## config.mk

```make
export PLATFORM = sky130hd
export DESIGN_NAME = uart_autobaud
export DESIGN_NICKNAME = d
export VERILOG_FILES = /design/src/rtl/uart_autobaud.sv
export SDC_FILE = /design/constraint.sdc
export NUM_CORES = 1
export LEC_CHECK = 0
export BUFFER_PORTS_ARGS = -buffer_cell sky130_fd_sc_hd__buf_2
export CORE_MARGIN = 8
export CORE_UTILIZATION = 65
export CTS_BUF_LIST = sky130_fd_sc_hd__clkbuf_8
export DETAILED_ROUTE_END_ITERATION = 10
export PLACE_DENSITY = 0.83
export SYNTH_ARGS = -nofsm -noshare
export SYNTH_HDL_FRONTEND = slang
export SYNTH_SLANG_ARGS = --single-unit
```

## constraint.sdc

```tcl
create_clock -name clk_i -period 9.7 [get_ports clk_i]
set_input_delay 0.485 -clock clk_i [delete_from_list [all_inputs] [get_ports clk_i]]
set_output_delay 0.485 -clock clk_i [all_outputs]
set_load 0.1 [all_outputs]
```

## src/rtl/uart_autobaud.sv

```systemverilog
// rtl/uart_autobaud.sv - autobaud detector measuring a 0x55 sync character into a divisor
//
// Purpose:
//   Measures the falling-edge spacing of a 0x55 sync character on the RX line and
//   produces the clock-cycles-per-bit divisor for the UART DIV register.
//   0x55 on the wire (LSB first, with start/stop) gives five falling edges spaced
//   two bit times apart. The first-to-fifth edge span is eight bit times, so the
//   divisor is that span divided by 8, rounded.
//
// Ports:
//   clk_i    in   clock (pclk)
//   rst_n_i  in   asynchronous active-low reset
//   rx_i     in   raw UART RX line, asynchronous
//   start_i  in   single-cycle arm request (ignored while busy_o)
//   abort_i  in   single-cycle cancel, highest priority
//   busy_o   out  high from accepted start until done/err/abort
//   done_o   out  one-cycle pulse, new div_o valid
//   err_o    out  one-cycle pulse, measurement rejected
//   div_o    out  last accepted divisor (cycles per bit)
//
// Optional feature macro: UART_AUTOBAUD_GLITCH_FILTER_EN
//   When defined, a registered 3-sample majority filter follows the synchroniser.
//   Single-cycle glitches are suppressed, and every edge is delayed by 2 cycles.

module uart_autobaud #(
    parameter int DIV_WIDTH   = 16,
    parameter int DIV_MIN     = 2,
    parameter int SYNC_STAGES = 2,
    parameter int TOL_SHIFT   = 2
) (
    input  logic                 clk_i,
    input  logic                 rst_n_i,
    input  logic                 rx_i,
    input  logic                 start_i,
    input  logic                 abort_i,
    output logic                 busy_o,
    output logic                 done_o,
    output logic                 err_o,
    output logic [DIV_WIDTH-1:0] div_o
);

    // The three extra bits hold eight bit times of the largest legal divisor.
    localparam int CW = DIV_WIDTH + 3;

    localparam logic [CW-1:0] CNT_MAX = {CW{1'b1}};
    localparam logic [CW:0]   DIV_MIN_W = (CW + 1)'(DIV_MIN);
    localparam logic [CW:0]   DIV_MAX_W = {4'b0000, {DIV_WIDTH{1'b1}}};

    typedef enum logic [2:0] {
        IDLE,
        ARM,
        SYNC,
        MEAS,
        CALC,
        FAIL
    } state_t;

    state_t state, state_n;

    // ------------------------------------------------------------------
    // RX synchroniser. The flops reset high because high is the idle line level.
    // ------------------------------------------------------------------
    logic [SYNC_STAGES-1:0] sync_q;
    logic                   rx_s;

    always_ff @(posedge clk_i or negedge rst_n_i) begin
        if (!rst_n_i) begin
            sync_q <= {SYNC_STAGES{1'b1}};
        end else begin
            sync_q <= {sync_q[SYNC_STAGES-2:0], rx_i};
        end
    end

    assign rx_s = sync_q[SYNC_STAGES-1];

    // rx_e is the line level that the edge detector and the FSM observe.
    logic rx_e;

`ifdef UART_AUTOBAUD_GLITCH_FILTER_EN
    logic hist1, hist2, rx_f;

    // The majority of rx_s and its two previous samples is registered, so every
    // transition is delayed by exactly 2 cycles. A lone 1-cycle sample never wins.
    always_ff @(posedge clk_i or negedge rst_n_i) begin
        if (!rst_n_i) begin
            hist1 <= 1'b1;
            hist2 <= 1'b1;
            rx_f  <= 1'b1;
        end else begin
            hist1 <= rx_s;
            hist2 <= hist1;
            rx_f  <= (rx_s & hist1) | (rx_s & hist2) | (hist1 & hist2);
        end
    end

    assign rx_e = rx_f;
`else
    assign rx_e = rx_s;
`endif

    logic rx_d;
    logic fall;

    always_ff @(posedge clk_i or negedge rst_n_i) begin
        if (!rst_n_i) begin
            rx_d <= 1'b1;
        end else begin
            rx_d <= rx_e;
        end
    end

    assign fall = rx_d & ~rx_e;

    // ------------------------------------------------------------------
    // Measurement datapath
    // ------------------------------------------------------------------
    logic [CW-1:0] cnt;
    logic [CW-1:0] last_mark;
    logic [CW-1:0] ref_int;
    logic [CW-1:0] total;
    logic [2:0]    edge_idx;

    // cnt is cleared in the cycle after the start-bit edge, so cnt+1 equals the
    // number of cycles elapsed since that edge.
    logic [CW-1:0] now_t;
    logic [CW-1:0] interval;
    logic [CW-1:0] diff;
    logic [CW-1:0] tol;
    logic [CW:0]   sum_r;
    logic [CW:0]   div_calc;
    logic          div_ok;

    assign now_t    = cnt + 1'b1;
    assign interval = now_t - last_mark;
    assign diff     = (interval >= ref_int) ? (interval - ref_int) : (ref_int - interval);
    assign tol      = ref_int >> TOL_SHIFT;
    assign sum_r    = {1'b0, total} + (CW + 1)'(4);
    assign div_calc = sum_r >> 3;
    assign div_ok   = (div_calc >= DIV_MIN_W) && (div_calc <= DIV_MAX_W);

    always_ff @(posedge clk_i or negedge rst_n_i) begin
        if (!rst_n_i) begin
            cnt       <= '0;
            last_mark <= '0;
            ref_int   <= '0;
            total     <= '0;
            edge_idx  <= '0;
            div_o     <= DIV_WIDTH'(DIV_MIN);
        end else begin
            case (state)
                SYNC: begin
                    if (fall) begin
                        cnt       <= '0;
                        last_mark <= '0;
                        edge_idx  <= '0;
                    end
                end
                MEAS: begin
                    if (cnt != CNT_MAX) begin
                        cnt <= cnt + 1'b1;
                    end
                    if (fall) begin
                        last_mark <= now_t;
                        edge_idx  <= edge_idx + 3'd1;
                        if (edge_idx == 3'd0) begin
                            ref_int <= interval;
                        end
                        total <= now_t;
                    end
                end
                CALC: begin
                    if (div_ok && !abort_i) begin
                        div_o <= div_calc[DIV_WIDTH-1:0];
                    end
                end
                default: begin
                end
            endcase
        end
    end

    // ------------------------------------------------------------------
    // Control FSM
    // ------------------------------------------------------------------
    logic busy_n, done_n, err_n;

    always_ff @(posedge clk_i or negedge rst_n_i) begin
        if (!rst_n_i) begin
            state  <= IDLE;
            busy_o <= 1'b0;
            done_o <= 1'b0;
            err_o  <= 1'b0;
        end else begin
            state  <= state_n;
            busy_o <= busy_n;
            done_o <= done_n;
            err_o  <= err_n;
        end
    end

    always_comb begin
        state_n = state;
        busy_n  = busy_o;
        done_n  = 1'b0;
        err_n   = 1'b0;
        if (abort_i) begin
            state_n = IDLE;
            busy_n  = 1'b0;
        end else begin
            case (state)
                IDLE: begin
                    if (start_i) begin
                        state_n = ARM;
                        busy_n  = 1'b1;
                    end
                end
                // A high line must be seen first, so that the first falling edge
                // can only be a start bit and not an edge in the middle of a frame.
                ARM: begin
                    if (rx_e) begin
                        state_n = SYNC;
                    end
                end
                SYNC: begin
                    if (fall) begin
                        state_n = MEAS;
                    end
                end
                MEAS: begin
                    if (cnt == CNT_MAX) begin
                        state_n = FAIL;
                    end else if (fall) begin
                        if ((edge_idx != 3'd0) && (diff > tol)) begin
                            state_n = FAIL;
                        end else if (edge_idx == 3'd3) begin
                            state_n = CALC;
                        end
                    end
                end
                CALC: begin
                    if (div_ok) begin
                        state_n = IDLE;
                        busy_n  = 1'b0;
                        done_n  = 1'b1;
                    end else begin
                        state_n = FAIL;
                    end
                end
                FAIL: begin
                    state_n = IDLE;
                    busy_n  = 1'b0;
                    err_n   = 1'b1;
                end
                default: begin
                    state_n = IDLE;
                    busy_n  = 1'b0;
                end
            endcase
        end
    end

endmodule

```

Word-level counts from Yosys, hierarchy flattened
Cells that the tools add are included.
{"block": "op_classes", "n_addsub": 6, "n_lt_le_gt_ge": 4, "eq_ne": 18, "muxes": 28, "bitwise_logic": 2, "n_reduce_logical": 16}
{"operator": "two-way mux 19 bit", "count": 4}
{"operator": "case mux 19 bit (2 select lines)", "count": 2}
{"operator": "subtractor 19 bit", "count": 3}
{"operator": "two-way mux 3 bit", "count": 11}
{"operator": "adder 19 x 3 -> 20 bit (second input constant)", "count": 1}
{"operator": "adder 19 x 1 -> 19 bit (second input constant)", "count": 1}
{"operator": "== test 19 bit (second input constant)", "count": 1}
{"operator": "greater-or-equal comparator 19 bit", "count": 1}
{"operator": "greater-than comparator 19 x 17 -> 1 bit", "count": 1}
{"operator": "inequality test 19 bit (second input constant)", "count": 1}
{"operator": "greater-or-equal comparator 17 x 2 -> 1 bit (second input constant)", "count": 1}
{"operator": "less-or-equal comparator 17 x 16 -> 1 bit (second input constant)", "count": 1}
{"operator": "case mux 3 bit (5 select lines)", "count": 1}
{"operator": "inequality test 3 bit (second input constant)", "count": 4}
{"operator": "AND reduction 3 bit", "count": 4}
{"operator": "== test 3 x 2 -> 1 bit (second input constant)", "count": 3}
{"operator": "two-way mux 1 bit", "count": 8}
{"operator": "== test 3 bit (second input constant)", "count": 2}
{"operator": "zero test 3 bit", "count": 2}
{"operator": "inequality test 2 bit (second input constant)", "count": 3}
{"operator": "case mux 3 bit (2 select lines)", "count": 1}
{"operator": "inequality test 5 bit (second input constant)", "count": 1}
{"operator": "AND reduction 5 bit", "count": 1}
{"operator": "inequality test 4 bit (second input constant)", "count": 1}
{"operator": "other kinds (12)", "count": 15}
{"block": "word_totals", "register_bits": 104, "output_inout_bits": 19, "wordCells": 86}

Longest topological paths before layout
Gate-level depths: netlist (run 1).
{"block": "depth", "ltp_word": 11, "mapped_depth": 37}

Worst setup path after synthesis (run 1)
OpenSTA, ideal clock, no wires.
{"block": "synth_path", "kind": "register to register", "start": "register cnt[0]", "end": "register state[0]", "t_arrival_ns": 6.882, "setup_slack_ns": 2.693, "stages_incl_launch_ff": 38, "n_path_buf": 1, "synth_period_minus_slack_ns": 7.007, "path_cell_list": "dfrtp_1 ha_1 and3_1 and2_2 xnor2_1 inv_1 ha_1 a21o_1 a21oi_1 o21ai_0 o2111ai_1 nand3_1 or4_1 a2111o_1 o211ai_1 ha_1 clkbuf_1 nand4_1 (+2 left out) a21oi_1 o21ai_4 mux2i_1 a21oi_2 o21ai_0 a21oi_1 xnor2_1 ha_1 a21o_1 nand3_1 a21oi_1 o31ai_1 a21oi_1 nor2_1 nand2_1 o31ai_2 a32o_1 mux2_2"}
{"block": "synth_via", "elab_chain_len": 11, "word_cells_on_any_way": 17, "classes_between": "add/sub (4); order compare (2); eq/ne (3); mux (6); reduce/logical (2)"}
{"element": "start, declared", "line": "117", "source": "logic [CW-1:0] cnt;"}
{"element": "start signal, assigned", "line": "160", "source": "cnt <= cnt + 1'b1;"}
{"element": "adder 19 x 1 -> 19 bit *", "line": "133", "source": "assign now_t = cnt + 1'b1;"}
{"element": "net now_t[8]", "line": "125", "source": "logic [CW-1:0] now_t;"}
{"element": "subtractor 19 bit *", "line": "134", "source": "assign interval = now_t - last_mark;"}
{"element": "net interval[17]", "line": "126", "source": "logic [CW-1:0] interval;"}
{"element": "subtractor 19 bit / greater-or-equal comparator 19 bit (equally long branches)", "line": "135", "source": "assign diff = (interval >= ref_int) ? (interval - ref_int) : (ref_int - interval);"}
{"element": "two-way mux 19 bit *", "line": "135"}
{"element": "greater-than comparator 19 x 17 -> 1 bit *", "line": "233", "source": "if ((edge_idx != 3'd0) && (diff > tol)) begin"}
{"element": "logical AND 1 bit *", "line": "233"}
{"element": "two-way mux 3 bit", "line": "233"}
{"element": "two-way mux 3 bit", "line": "232", "source": "end else if (fall) begin"}
{"element": "two-way mux 3 bit", "line": "230", "source": "if (cnt == CNT_MAX) begin"}
{"element": "case mux 3 bit (5 select lines)", "line": "210", "source": "case (state)"}
{"element": "two-way mux 3 bit", "line": "206", "source": "if (abort_i) begin"}
{"element": "end signal, assigned", "line": "194", "source": "state <= state_n;"}
{"element": "end, declared", "line": "58", "source": "state_t state, state_n;"}
Mark *: on every way through the listed nets, which the timed path passes. The rest lies on a longest branch. The select of a mux whose other input is x is not followed.
A chain may end at the register's enable or synchronous reset.

Final worst setup path (run 1)
Same ends and word-level chain as after synthesis.

==> impl_metrics.ini, run 1 <==
[status]
outcome = finished, violations left
failed_checks = negative hold slack

[cts]
clock_tree.root_cell = sky130_fd_sc_hd__clkbuf_8
clk_latency_ns = 0.40
h_tree_levels = 3
cts_max_path_buffers = 2
cts-hold-fix-buffers = 0
postCtsSetupBuffers = 0
cts_made_buffers = 9
cts.reportedPaths.clkPinSlew_ns = 0.12
cts_tree = built
cts_resizes = 0
clkSinkCount = 102

[worst_setup_path]
arrival_ns = 8.44
cp_slowest_cell = sky130_fd_sc_hd__o21ai_4
critPathRequiredTime_ns = 9.99
regToRegSetupSlack_ns = 1.55
startpoint_type = flip-flop
timing.critical_path.to_type = flip-flop
timing.setup.critical_path_class = flip-flop to flip-flop
critical_path.max_stage_delay_ns = 0.75
critPathMaxFanout = 28

[global_route]
grt_antenna_before_repair = 0
grt_first_pass_wirelength_um = 28460
vias_in_the_first_global_route = 5979
overflow = 0
global_route.usage.total_pct = 21.86
grt_max_degree = 76

[yosys]
synth.ff_latch_count = 102
synth_edf_count = 0
synth_area_sq_mm = 0.007777
postSynth.asyncResetShare_pct = 100.0
synthTopCellsByCount = 100 x sky130_fd_sc_hd__nand2_1, 98 x sky130_fd_sc_hd__dfrtp_1, 86 x sky130_fd_sc_hd__inv_1, 77 x sky130_fd_sc_hd__ha_1, 71 x sky130_fd_sc_hd__o21ai_0
syn_area_per_cell_sq_um = 8.528
post_synth_num_cell_types = 73
syn-num-nets = 997
ys.warnings.count = 0
seq_area_frac_synth_pct = 32.88
synthesis.instances = 912
netlist.top_cell.by_area = sky130_fd_sc_hd__dfrtp_1
post-synth-top-count-cell = sky130_fd_sc_hd__nand2_1
synthDominantCellAreaShare_pct = 31.53
synth_flop_cell = sky130_fd_sc_hd__dfrtp_1
netlist_top_cells_area = sky130_fd_sc_hd__dfrtp_1 32%, sky130_fd_sc_hd__ha_1 12%, sky130_fd_sc_hd__nand2_1 4.8%, sky130_fd_sc_hd__xnor2_1 4.6%, sky130_fd_sc_hd__o21ai_0 4.6%

[timing]
worst_slew_pin_slew_ns = 0.9339
max_slew_vio_count = 0
setup-tns-final_ns = 0
hold_violations = 2
setup_viol = 0
final.setup_skew_ns = 0.01492
timing.hold.ws_ns = -0.003053
max_freq_mhz = 122.7
fin_crit_sh_pct = 84.01
finalCriticalPeriod_ns = 8.149
worst_slew_margin_rel_pct = 37.74
rsz_0062_raised_after_global_routing = no

[placement]
numPortBuffers = 23
globalplace.congestion = 0.9665
placed_instance_area_sq_mm = 0.007929
hpwlAfterDp_um = 12600
placed_cells_incl_taps = 1045

[floorplan]
ioPinCount = 24
dieArea_sq_mm = 0.01572
num_rows = 40
die-width_um = 125.4
start_util_pct = 65.57
die_h_um = 125.4
coreArea_sq_mm = 0.01186

[final_layout]
final_nets = 994
final_cell_count_no_fill = 1061
final_design_area_no_fill_sq_mm = 0.008144
layout-area-overhead-vs-synth_pct = 4.714
antennaDiodeCount = 0
final_layout_size_suffix_gt1_share_pct = 8.096

[detailed_routing]
drt-initial-drc-count = 495
first_pass_iters = 5
drt-wirelength-per-cell_um = 16.04
num_vias = 6416
vias_per_cell = 6.047
route.final.wire_length_um = 17020
drt_drc_violations_left = 0
drtAntennaViolNets = 0

[worst_hold_path]
hp-class = input pin to async pin

[flow_run]
maximum_capacitance_violations = 0
[metal layers]
layer / wire (um) / part of all wire [%] / track usage [%] / vias up
met5: 0 / 0 / 0 / -
met4: 282 / 1.7 / 6.447 / 0
met3: 809 / 4.8 / 3.952 / 27
met2: 8218 / 48 / 36.27 / 149
met1: 7708 / 45 / 28.51 / 3094
li1: - / - / - / 3146
[worst paths after layout]
check	start	to	depth (start not counted)
min reg2reg	sync_q[0]	sync_q[1]	0
max in group asynchronous	rst_n_i	div_o[14]	2
min in group clk_i	rx_i	sync_q[0]	1
max	cnt[0]	state[0]	34
min	rst_n_i	ref_int[12]	1
max reg2reg	cnt[0]	state[0]	34
[cell type report]
cell class	count	area, sq um
Clock inverter	6	77.57
Multi-Input combinational cell	684	4725
Tap cell	147	183.9
Sequential cell	102	2557
Timing Repair Buffer	26	140.1
Clock buffer	10	137.6
Fill cell	975	3717
Inverter	86	322.8
[cells in the final DEF, fill, tap and decap left out, drive strengths merged, types with 16 or more instances in the layout]
master | netlist | routed
xor2 | 27 | 27
nand4 | 16 | 16
nor2 | 59 | 59
o21ai | 75 | 75
nand2 | 100 | 100
a21oi | 58 | 58
buf | 10 | 26
a21o | 44 | 44
inv | 86 | 89
xnor2 | 42 | 42
nand3 | 28 | 28
dfrtp | 98 | 98
ha | 77 | 77
[worst max-delay path: cells and delay by family, from the launching register on]
kind,cells,cell delay [ns]
simple gates,7,0.81
mux,2,0.60
buf+inv,1,0.08
flops,1,0.44
fa+ha+maj,4,1.30
compound gates,18,4.34
xor+xnor,2,0.44
[logic make-up after synthesis]
| family | count (synthesis) | share of synthesized area, % |
|---|---|---|
| AND/OR/NAND/NOR | 268 | 16.51 |
| AO/OA/AOI/OAI | 247 | 20.38 |
| buffers and inverters | 126 | 6.371 |
| flip-flops | 102 | 32.88 |
| adder cells (fa/ha/maj) | 80 | 13.16 |
| XOR/XNOR | 69 | 7.963 |
| multiplexers | 20 | 2.735 |
[registers in the layout, indices dropped and copies added, names as in the netlist]
register,flops
done_o,1
cnt,19
edge_idx,3
sync_q,2
last_mark,19
busy_o,1
state,3
ref_int,19
div_o,16
total,17
rx_d,1
err_o,1
[metrics by stage]
step           worst slack [ns]  util (%)
4_1_cts                   1.653     68.66
3_3_place_gp              1.977     66.85
2_1_floorplan             2.693         -
6_report                  1.551     68.66
3_5_place_dp              1.705     66.85
5_1_grt                  0.9066     68.66
Power of run 1 is not shown: default switching activity piles up to over one toggle a cycle in this logic, so the estimate is an artifact.
==> inputs of run 2 (changes only) <==
- ABC_AREA: default -> 1
- CORE_UTILIZATION: 65 -> 59
- PLACE_DENSITY: 0.83 -> 0.79
- clock period: 9.7 -> 6.95 ns (I/O delays scaled with it)
==> run 2 against run 1 <==
  * The flow now finishes without violations
  * Global-route usage is 0.26 points higher
  * Sequential share of layout area is 2.2 points lower
  * Synthesized cell count is 23% higher
  * Core utilization is 2.8 points lower
  * Via count is 13% higher
  * Die area is 12% higher
  * Non-clock buffer count is 11 higher
  * Register-to-register slack worse by 1.1 ns
  * Highest routed layer unchanged
  * Cell area is 7.6% higher
  * Sequential cell count stayed put
  * Fmax is 25% higher
==> impl_metrics.ini, run 2 <==
[floorplan]
dieArea_sq_mm = 0.01762
die-width_um = 132.7
num_rows = 42
start_util_pct = 60.47
die_h_um = 132.7
ioPinCount = 24
coreArea_sq_mm = 0.01330

[worst_setup_path]
critPathRequiredTime_ns = 7.24
critPathMaxFanout = 9
cp_slowest_cell = sky130_fd_sc_hd__dfrtp_1
critical_path.most_common_cell = sky130_fd_sc_hd__nand2_1
critical_path.max_stage_delay_ns = 0.39
startpoint_type = flip-flop
timing.critical_path.to_type = flip-flop
timing.setup.critical_path_class = flip-flop to flip-flop
reg2reg_from = cnt[0]
r2r_endpoint = state[0]
arrival_ns = 6.82
length_in_cells_of_the_worst_reg_to_reg_path = 47
regToRegSetupSlack_ns = 0.43

[cts]
cts.reportedPaths.clkPinSlew_ns = 0.10
cts_max_path_buffers = 2
clk_latency_ns = 0.39
clock_tree.root_cell = sky130_fd_sc_hd__clkbuf_8
h_tree_levels = 3
cts_made_buffers = 9
cts_tree = built
clkSinkCount = 102

[yosys]
synthesis.instances = 1119
synthAdderAreaFrac_pct = 12.73
ys.warnings.count = 0
synth_area_sq_mm = 0.008040
yosys.area_share.simple_pct = 25.47
post_synth_num_cell_types = 49
muxShareOfSynthArea_pct = 0.4980
syn-num-nets = 1204
synthDominantCellAreaShare_pct = 30.50
post-synth-top-count-cell = sky130_fd_sc_hd__nand2_1
synth.ff_latch_count = 102
synth-xor-area-share_pct = 5.882
netlist_top_cells_area = sky130_fd_sc_hd__dfrtp_1 31%, sky130_fd_sc_hd__nand2_1 14%, sky130_fd_sc_hd__ha_1 12%, sky130_fd_sc_hd__inv_1 9.1%, sky130_fd_sc_hd__o21ai_0 5.0%
seq_area_frac_synth_pct = 31.81
synth_compound_gate_area_share_pct = 13.13
synthTopCellsByCount = 301 x sky130_fd_sc_hd__nand2_1, 194 x sky130_fd_sc_hd__inv_1, 98 x sky130_fd_sc_hd__dfrtp_1, 81 x sky130_fd_sc_hd__o21ai_0, 77 x sky130_fd_sc_hd__ha_1
synth_edf_count = 0
postSynth.asyncResetShare_pct = 100.0
dominant_combinational_cell_family_by_area_after_synthesis = simple AND/OR/NAND/NOR gates
syn_area_per_cell_sq_um = 7.185
synth_flop_cell = sky130_fd_sc_hd__dfrtp_1
netlist.top_cell.by_area = sky130_fd_sc_hd__dfrtp_1

[timing]
fin_crit_sh_pct = 93.83
timing.hold.ws_ns = 0.008982
max_slew_vio_count = 0
setup_viol = 0
hold_violations = 0
worst_slew_margin_rel_pct = 37.69
worst_slew_pin_slew_ns = 0.9336
max_freq_mhz = 153.4
finalCriticalPeriod_ns = 6.521
final.setup_skew_ns = 0.01321

[detailed_routing]
drt-initial-drc-count = 649
num_vias = 7257
vias_per_cell = 5.456
drt-wirelength-per-cell_um = 14.95
first_pass_iters = 5
drt_drc_violations_left = 0
drtAntennaViolNets = 0
route.final.wire_length_um = 19890

[global_route]
vias_in_the_first_global_route = 6461
grt_first_pass_wirelength_um = 31950
grt_max_degree = 59
global_route.usage.total_pct = 22.12
overflow = 0
grt_antenna_before_repair = 0

[final_layout]
largestRegisters = cnt: 19 flops, last_mark: 19 flops, ref_int: 19 flops
area.sequential_sq_mm = 0.002557
layout-area-overhead-vs-synth_pct = 8.948
final_layout_size_suffix_gt1_share_pct = 10.23
final_common_cell = sky130_fd_sc_hd__nand2_1
antennaDiodeCount = 0
multi_input_area_sq_mm = 0.004813
final_nets = 1234
fill_cells = 1183
mostFrequentLayoutCells = 298 x sky130_fd_sc_hd__nand2_1, 195 x sky130_fd_sc_hd__inv_1, 98 x sky130_fd_sc_hd__dfrtp_1

[flow_run]
maximum_capacitance_violations = 0

[placement]
hpwlAfterDp_um = 15510
globalplace.congestion = 0.9409
numPortBuffers = 23

[status]
outcome = finished, final reports clean

[worst_hold_path]
hp-class = input pin to async pin
==> run 2: cell count changes in the layout (fill, tap and decap cells not counted), moves of 9 or more <==
cell	previous run	this run
sky130_fd_sc_hd__a21o_1	44	2
sky130_fd_sc_hd__inv_1	86	195
sky130_fd_sc_hd__mux2_2	10	0
sky130_fd_sc_hd__xor2_1	26	44
sky130_fd_sc_hd__buf_4	4	15
sky130_fd_sc_hd__o21ai_1	2	19
sky130_fd_sc_hd__o31ai_1	12	1
sky130_fd_sc_hd__xnor2_1	41	8
sky130_fd_sc_hd__nand3_1	28	46
sky130_fd_sc_hd__nand2_1	100	298
sky130_fd_sc_hd__nand3_2	0	9
==> run 2: per-stage QoR <==
| stage | utilization [%] | instance area [sq um] | cells | TNS, ns | setup slack, ns |
|---|---|---|---|---|---|
| 3_5_place_dp | 62.46 | 8304 | 1303 | 0 | 0.09861 |
| 6_report | 65.89 | 8760 | 1330 | 0 | 0.4290 |
| 2_1_floorplan | - | 8040 | 1119 | 0 | 1.100 |
| 5_1_grt | 65.89 | 8760 | 1330 | -0.06747 | -0.04035 |
| 3_3_place_gp | 62.46 | 8304 | 1303 | 0 | 0.2031 |
| 4_1_cts | 63.95 | 8502 | 1319 | 0 | 0.04125 |
==> run 2: timing repair <==
item                                    4_1_cts  5_1_grt
gates resized for setup                       0       36
hold buffers                                  0        0
endpoints found under the setup margin        0        3
setup buffers                                 0       11
==> run 2: critical path, delay by kind of cell, from the launching register on <==
family	cells	cell delay (ns)
xor gates and xnor gates	2	0.38
DFF	1	0.39
AOI/OAI and AO/OA	4	0.59
and+or+nand+nor	32	3.37
buffers and inverters	5	0.57
adders and majority gates	4	1.07
==> run 2: area by class of cell <==
class	count	area share, %
multi-input combinational	801	54.95
sequential	102	29.20
clock inverter	6	0.6856
tap	176	2.514
inverter	198	8.542
timing repair buffer	37	2.542
clock buffer	10	1.571
==> run 2: layer usage <==
metal  up-vias  GRT usage, %  part of all wire (%)  wire length [um]
met5         -             0                     0                 0
met4         0         4.984                   1.2               244
met3        22         4.126                   5.9              1167
met2       214         32.95                    44              8685
met1      3395         32.34                    49              9789
li1       3626             -                     -                 -
==> run 2: kinds of logic (layout without fill, tap and decap cells) <==
kind of cell    after synthesis  count (layout)
compound gates              191             191
xor+xnor                     54              54
fa+ha+maj                    80              80
buf+inv                     216             251
flops                       102             102
mux                           4               4
simple gates                472             472
==> run 2: worst max path at each step <==
stage                      start       end  slack (ns)  cells after the start
final                     cnt[0]  state[0]        0.43                     47
after global routing      cnt[0]  state[0]       -0.04                     49
after CTS                 cnt[0]  state[0]        0.04                     46
after detailed placement  cnt[0]  state[0]         0.1                     46
after global placement    cnt[0]  state[0]        0.20                     42
after floorplan           cnt[2]  state[0]        1.10                     45
Power of run 2 is left out for the same reason.
==> inputs of run 3 (changes only) <==
- ABC_AREA: 1 -> default
- SKIP_CTS_REPAIR_TIMING: default -> 1
==> run 3 against run 2 <==
  * The run now ends with negative setup slack left
  * Cell count shrank 13%
  * Routed wire length decreased by 4.1%
  * Die area shrank 2.9%
  * Core utilization is 3.5 points higher
  * Sequential cell count unchanged
  * Clock skew is 0.00067 ns lower
  * Sequential share of layout area is 0.92 points lower
  * Critical endpoint unchanged
==> impl_metrics.ini, run 3 (synthesis results as in run 1) <==
[status]
outcome = finished, violations left
failed_checks = negative setup slack

[cts]
cts_tree = built
clk_latency_ns = 0.40
clkSinkCount = 102
cts_max_path_buffers = 2
clock_tree.root_cell = sky130_fd_sc_hd__clkbuf_8
cts.reportedPaths.clkPinSlew_ns = 0.10
h_tree_levels = 3
cts_made_buffers = 9

[global_route]
overflow = 0
grt_max_degree = 70
grt_antenna_before_repair = 0
vias_in_the_first_global_route = 6086
grt_first_pass_wirelength_um = 29280
global_route.usage.total_pct = 21.58

[worst_setup_path]
critPathMaxFanout = 7
start_point_of_the_critical_path = cnt[0]
critical_path.max_stage_delay_ns = 0.45
critical_path_depth_in_cells = 36
startpoint_type = flip-flop
length_in_cells_of_the_worst_reg_to_reg_path = 36
cp_top_family = compound AO/OA/AOI/OAI gates
regToRegSetupSlack_ns = -0.28
r2r_endpoint = state[0]
critPathRequiredTime_ns = 7.24
timing.critical_path.to_type = flip-flop
path_buf_inv = 3
timing.setup.critical_path_class = flip-flop to flip-flop
arrival_ns = 7.52
cp_slowest_cell = sky130_fd_sc_hd__or4_4
reg2reg_from = cnt[0]
crit_path_end = state[0]

[timing]
worst_slew_margin_rel_pct = 38.15
worst_slew_pin_slew_ns = 0.9278
final.setup_skew_ns = 0.01254
finalCriticalPeriod_ns = 7.230
max_slew_vio_count = 0
finalWorstSetupSlack_ns = -0.2796
fin_crit_sh_pct = 104.0
max_freq_mhz = 138.3
hold_violations = 0
rsz_0062_raised_after_global_routing = yes
setup_viol = 3

[detailed_routing]
drt_drc_violations_left = 0
drtAntennaViolNets = 0
route.final.wire_length_um = 19070
drt-wirelength-per-cell_um = 16.47
first_pass_iters = 5
drt-initial-drc-count = 496
vias_per_cell = 5.804
num_vias = 6721

[final_layout]
mostFrequentLayoutCells = 99 x sky130_fd_sc_hd__nand2_1, 97 x sky130_fd_sc_hd__dfrtp_1, 84 x sky130_fd_sc_hd__inv_1
final_layout_size_suffix_gt1_share_pct = 19.35
antennaDiodeCount = 0
final_core_utilization_pct = 69.43
multi_input_area_sq_mm = 0.005014
largestRegisters = cnt: 19 flops, last_mark: 19 flops, ref_int: 19 flops
final_common_cell = sky130_fd_sc_hd__nand2_1
final_nets = 1062
final_cell_count_no_fill = 1158
fill_cells = 1033
area.sequential_sq_mm = 0.002559
layout-area-overhead-vs-synth_pct = 16.34
final_design_area_no_fill_sq_mm = 0.009049

[floorplan]
die_h_um = 130.8
start_util_pct = 59.68
dieArea_sq_mm = 0.01711
ioPinCount = 24
coreArea_sq_mm = 0.01303
num_rows = 42
die-width_um = 130.8

[placement]
numPortBuffers = 23
placed_cells_incl_taps = 1128
place_worst_setup_slack_ns = -0.2574
hpwlAfterDp_um = 13570
placed_instance_area_sq_mm = 0.008391
globalplace.congestion = 0.9268

[worst_hold_path]
timing.hold.worst.start = rx_i
hp-class = input pin to flip-flop

[flow_run]
maximum_capacitance_violations = 0
[run 3: changes by cell type in the layout (fill, tap and decap cells not counted), moves of 9 or more]
cell	delta
sky130_fd_sc_hd__nand2_1	-199
sky130_fd_sc_hd__nand3_1	-20
sky130_fd_sc_hd__buf_4	+49
sky130_fd_sc_hd__xor2_1	-22
sky130_fd_sc_hd__o21ai_1	-13
sky130_fd_sc_hd__mux2_2	+9
sky130_fd_sc_hd__o21ai_0	-15
sky130_fd_sc_hd__a21o_1	+42
sky130_fd_sc_hd__o31ai_1	+10
sky130_fd_sc_hd__inv_1	-111
sky130_fd_sc_hd__xnor2_1	+29
[run 3: worst reg2reg max path, delay by kind of cell, from the launching register on]
family	cells	cell delay, ns
xor+xnor	2	0.32
fa+ha+maj	3	0.80
compound gates	16	3.22
buf+inv	3	0.37
mux	2	0.50
simple gates	10	1.49
flops	1	0.40
[run 3: per-layer routing]
metal	track usage (%)	routed length, um	up-vias
met5	0	0	-
met4	6.550	254	0
met3	4.180	761	23
met2	34.68	9470	139
met1	28.86	8588	3280
li1	-	-	3279
[run 3: per-stage QoR]
step,hold WS [ns],TNS [ns]
3_5_place_dp,0.3356,-0.4266
5_1_grt,0.01975,-1.426
3_3_place_gp,0.3261,-0.002891
2_1_floorplan,0.05191,0
4_1_cts,-0.1123,-0.5724
6_report,0.04164,-0.5167
[run 3: cell type report]
| class | count | share of cell area, % |
|---|---|---|
| inverters | 86 | 3.567 |
| multi-input cells | 684 | 55.41 |
| clock inverters | 7 | 0.8988 |
| clock buffers | 9 | 1.369 |
| repair buffers | 94 | 8.048 |
| flip-flops and latches | 102 | 28.28 |
| well taps | 176 | 2.434 |
[run 3: worst min-delay path by stage]
stage / to / cells past startpoint
floorplan: busy_o / 0
global placement: busy_o / 1
detailed placement: busy_o / 1
CTS: busy_o / 1
global route: sync_q[0] / 1
finish: sync_q[0] / 1
Power of run 3 is left out for the same reason.
